File: config.mk
export PLATFORM = sky130hd
export DESIGN_NAME = tick_timebase
export DESIGN_NICKNAME = d
export VERILOG_FILES = /design/src/rtl/tick_timebase.sv
export SDC_FILE = /design/constraint.sdc
export NUM_CORES = 1
export LEC_CHECK = 0
export CORE_UTILIZATION = 25
export CTS_CLUSTER_DIAMETER = 150
export DETAILED_ROUTE_END_ITERATION = 12
export PLACE_DENSITY = 0.5
export RECOVER_POWER = 50
export SLEW_MARGIN = 20
export SYNTH_ARGS = -nofsm -noshare
export SYNTH_HDL_FRONTEND = slang
export SYNTH_SLANG_ARGS = --single-unit
File: constraint.sdc
create_clock -name clk -period 4.2 [get_ports clk]
set_clock_uncertainty 0.15 [all_clocks]
set_input_delay 1.05 -clock clk [delete_from_list [all_inputs] [get_ports clk]]
set_output_delay 1.05 -clock clk [all_outputs]
set_load 0.02 [all_outputs]
File: src/rtl/tick_timebase.sv
// Programmable prescaler: emits a one-cycle tick every div counted cycles, with
// run/stop, pause, clear, runtime divisor load, one-shot mode and a wrapping tick count.
module tick_timebase #(
    parameter int unsigned WIDTH       = 32,
    parameter int unsigned DEFAULT_DIV = 5000000,
    parameter int unsigned TICK_W      = 16
) (
    input  logic              clk,
    input  logic              rst,
    input  logic              start,
    input  logic              stop,
    input  logic              en,
    input  logic              clr,
    input  logic              oneshot,
    input  logic              div_load,
    input  logic [WIDTH-1:0]  div_in,
    output logic              tick,
    output logic              busy,
    output logic [WIDTH-1:0]  phase,
    output logic [TICK_W-1:0] ticks
);

    localparam logic [0:0] ST_IDLE = 1'b0;
    localparam logic [0:0] ST_RUN  = 1'b1;

    localparam logic [WIDTH-1:0]  PHASE_ONE = WIDTH'(1);
    localparam logic [WIDTH-1:0]  DIV_RST   = WIDTH'(DEFAULT_DIV);
    localparam logic [TICK_W-1:0] TICK_ONE  = TICK_W'(1);

    logic [0:0]        state_q, state_d;
    logic [WIDTH-1:0]  phase_q, phase_d;
    logic [WIDTH-1:0]  div_q,   div_d;
    logic [TICK_W-1:0] ticks_q, ticks_d;
    logic              mode_q,  mode_d;
    logic              tick_q,  tick_d;

    always_comb begin
        state_d = state_q;
        phase_d = phase_q;
        div_d   = div_q;
        ticks_d = ticks_q;
        mode_d  = mode_q;
        tick_d  = 1'b0;

        if (stop) begin
            state_d = ST_IDLE;
        end else if (start) begin
            state_d = ST_RUN;
            phase_d = PHASE_ONE;
            ticks_d = '0;
            mode_d  = oneshot;
        end else if (clr) begin
            phase_d = PHASE_ONE;
            ticks_d = '0;
        end else if (div_load) begin
            div_d   = (div_in == '0) ? PHASE_ONE : div_in;
            phase_d = PHASE_ONE;
        end else if (state_q == ST_RUN && en) begin
            // >= keeps a divisor lowered below the current phase from running away
            if (phase_q >= div_q) begin
                tick_d  = 1'b1;
                phase_d = PHASE_ONE;
                ticks_d = ticks_q + TICK_ONE;
                if (mode_q) begin
                    state_d = ST_IDLE;
                end
            end else begin
                phase_d = phase_q + PHASE_ONE;
            end
        end
    end

    always_ff @(posedge clk or posedge rst) begin
        if (rst) begin
            state_q <= ST_IDLE;
            phase_q <= PHASE_ONE;
            div_q   <= DIV_RST;
            ticks_q <= '0;
            mode_q  <= 1'b0;
            tick_q  <= 1'b0;
        end else begin
            state_q <= state_d;
            phase_q <= phase_d;
            div_q   <= div_d;
            ticks_q <= ticks_d;
            mode_q  <= mode_d;
            tick_q  <= tick_d;
        end
    end

    assign tick  = tick_q;
    assign busy  = (state_q == ST_RUN);
    assign phase = phase_q;
    assign ticks = ticks_q;

endmodule

==> impl_metrics.json <==
{
  "worst_path_largest_cell_delay_ns": 0.52,
  "syn_inst": 528,
  "fin_cells": 855,
  "setup_viol": 0,
  "hpwl_mm": 9.47,
  "route.detailed.drc": 0,
  "totalWireLength_mm": 12.8,
  "drtPass1Iterations": 6,
  "start_util_pct": 25.5,
  "antenna_found_initial": 0,
  "grt_pass1_vias": 4123,
  "wire_per_inst_um": 15.0,
  "cts_root_buf": "clkbuf_16",
  "clk_pin_slew_ns": 0.06,
  "maxSlewViolCount": 0,
  "synth_edf_count": 0,
  "postCtsResizedCells": 0,
  "outcome": "finished, final reports clean",
  "grt_max_degree": 65,
  "via_per_inst": 4.92,
  "clock_power_share_pct": 41.6,
  "dieArea_sq_mm": 0.0195,
  "maxCapViolations": 0,
  "post-place-ws_ns": 0.787,
  "crit_required_ns": 4.27,
  "synthFlopType": "dfrtp_1",
  "area_growth_pct": 30.8,
  "worstSetupEndpointType": "flip-flop",
  "placed_cells": 839,
  "syn_nets": 602,
  "drive_gt1_share_pct": 7.41,
  "clk_latency_ns": 0.35,
  "slowest_stage": "or4b_1",
  "hold_ws_ns": 0.342,
  "cp.arrival_ns": 3.31,
  "gp_congestion": 0.792,
  "async_flop_share_pct": 100,
  "hold_buffers": 0,
  "min_period_ns": 3.24,
  "ys_seq_elements": 83,
  "postCtsSetupRepairBufs": 0,
  "rsz0062_at_grt": "false",
  "powerDensity_mw_per_mm2": 316,
  "nets": 690,
  "start_kind": "flip-flop",
  "seqPwrFrac_pct": 45.6,
  "port_buffers": 89,
  "critPathBufInv": 1,
  "swShare_pct": 25.6,
  "ys_seq_area_share_pct": 44.0,
  "die_x_um": 140,
  "switching_power_uw": 502,
  "yosysWarningCount": 0,
  "io_pins": 90,
  "fp-row-count": 50,
  "postRouteAntennaNets": 0,
  "grt_pass1_wl_mm": 21.2,
  "hold_viol_final": 0,
  "grt_usage_pct": 13.7,
  "syn-cell-area_sq_mm": 0.00475,
  "worst_pin_slew_ns": 1.16,
  "max_freq_ghz": 0.308,
  "slew_headroom_pct": 22.0,
  "n_antenna_cell": 0,
  "dr_total_vias": 4206,
  "cts_buffers": 9,
  "clockBufferDepth": 2,
  "design_power_total_uw": 1960,
  "cts_sinks": 83,
  "worstHoldPathType": "flip-flop to flip-flop",
  "cp_top_family": "compound AO/OA/AOI/OAI gates",
  "cp_max_fo": 16,
  "p_comb_share_pct": 12.8,
  "ir_drop_uv": 174,
  "p_int_uw": 1460,
  "worst_slack_ns": 0.957,
  "drt-initial-drc-count": 128,
  "synth.avg_cell_area_sq_um": 8.99,
  "cts_tree": "yes",
  "period_share_pct": 77.2,
  "cp_cell_sequence": "inv_1 > ha_1 > nand4_1 > nor3_1 > or4b_1 > a31oi_4 > o211ai_2 > o311ai_1 > o31ai_1",
  "ys_types": 47,
  "die_h_um": 140,
  "fin_setup_tns_ns": 0,
  "worstSetupPathType": "flip-flop to flip-flop",
  "core_sq_mm": 0.0186,
  "grt_overflow": 0,
  "cellLeakagePower_uw": 0.00261,
  "htree_levels": 3
}
## stage by stage
step | util [%] | cell area [sq um]
final | 33.3 | 6210
after floorplan | - | 4750
after global routing | 33.3 | 6210
after CTS | 33.3 | 6210
after detailed placement | 31.7 | 5910
after global placement | 31.7 | 5910
## routing by layer
layer | GRT usage (%) | up-vias | wire, um
met5 | 0 | - | 0
met4 | 4.34 | 0 | 192
met3 | 2.96 | 16 | 559
met2 | 22.2 | 109 | 5920
met1 | 18.1 | 2007 | 6130
li1 | - | 2074 | -
## kinds of logic (layout without fill, tap and decap cells)
logic type	Yosys count	in the layout	synth area share, %
and+or+nand+nor	193	193	20.1
AOI/OAI and AO/OA	132	132	17.4
DFF	83	83	44.0
buffers and inverters	67	160	5.54
adders and majority gates	34	34	8.96
muxes	18	18	3.82
xor gates and xnor gates	1	1	0.185
## power by group through the flow
stage / clock network [uW] / registers [uW] / logic (uW)
after floorplan: 0 / 906 / 159
after global placement: 0 / 908 / 246
after detailed placement: 0 / 909 / 257
after CTS: 836 / 894 / 259
after global routing: 864 / 902 / 296
final: 816 / 894 / 252
## worst paths after layout
check                          start   endpoint  slack (ns)  cells after the start
max                        div_q[14]  ticks[12]        0.96                      9
min                        ticks[15]  ticks[15]        0.34                      1
max reg2reg                div_q[14]  ticks[12]        0.96                      9
min reg2reg                ticks[15]  ticks[15]        0.34                      1
max in group asynchronous        rst   div_q[4]        1.36                      3
min in group asynchronous        rst  div_q[29]        1.24                      2
## Yosys cell counts (11+ instances only)
cell / count / area [sq um]
nand2_1: 81 / 304
dfrtp_1: 74 / 1850
inv_1: 49 / 184
o21ai_0: 40 / 200
a21oi_1: 38 / 190
ha_1: 34 / 425
nand3_1: 23 / 115
nand4_1: 20 / 125
nor2_1: 19 / 71.3
mux2i_1: 17 / 170
clkbuf_1: 14 / 52.6
o31ai_1: 13 / 97.6
nor4_1: 11 / 68.8
o211ai_1: 11 / 82.6
## worst reg2reg max path: stages, from the launching register on
cell      delay, ns
dfstp_2        0.51
inv_1          0.05
ha_1           0.29
nand4_1        0.13
nor3_1         0.29
or4b_1         0.52
a31oi_4        0.34
o211ai_2       0.34
o311ai_1       0.39
o31ai_1        0.11
## cell usage in the layout, fill, tap and decap left out, types with 6 or more instances in the layout
master           count
nand2_1             81
dfrtp_1             74
clkdlybuf4s50_1     63
inv_1               48
o21ai_0             40
a21oi_1             38
ha_1                34
dlygate4sd3_1       26
nand3_1             23
nand4_1             20
nor2_1              19
mux2i_1             17
o31ai_1             13
o211ai_1            11
nor4_1              10
clkbuf_16            9
dfstp_2              9
and3_1               8
or2_2                6
nor3_1               6
## final cells by class
type / count / area [sq um]
Tap cell: 234 / 293
Fill cell: 1937 / 12400
Clock buffer: 10 / 239
Sequential cell: 83 / 2090
Multi-Input combinational cell: 378 / 2410
Inverter: 49 / 185
Timing Repair Buffer: 95 / 931
Clock inverter: 6 / 63.8
## registers in the layout (all words and copies together), names as in the netlist
register  flops
div_q        32
phase        32
ticks        16
busy          1
mode_q        1
tick          1
No activity file was read; power rests on OpenSTA's default activity.
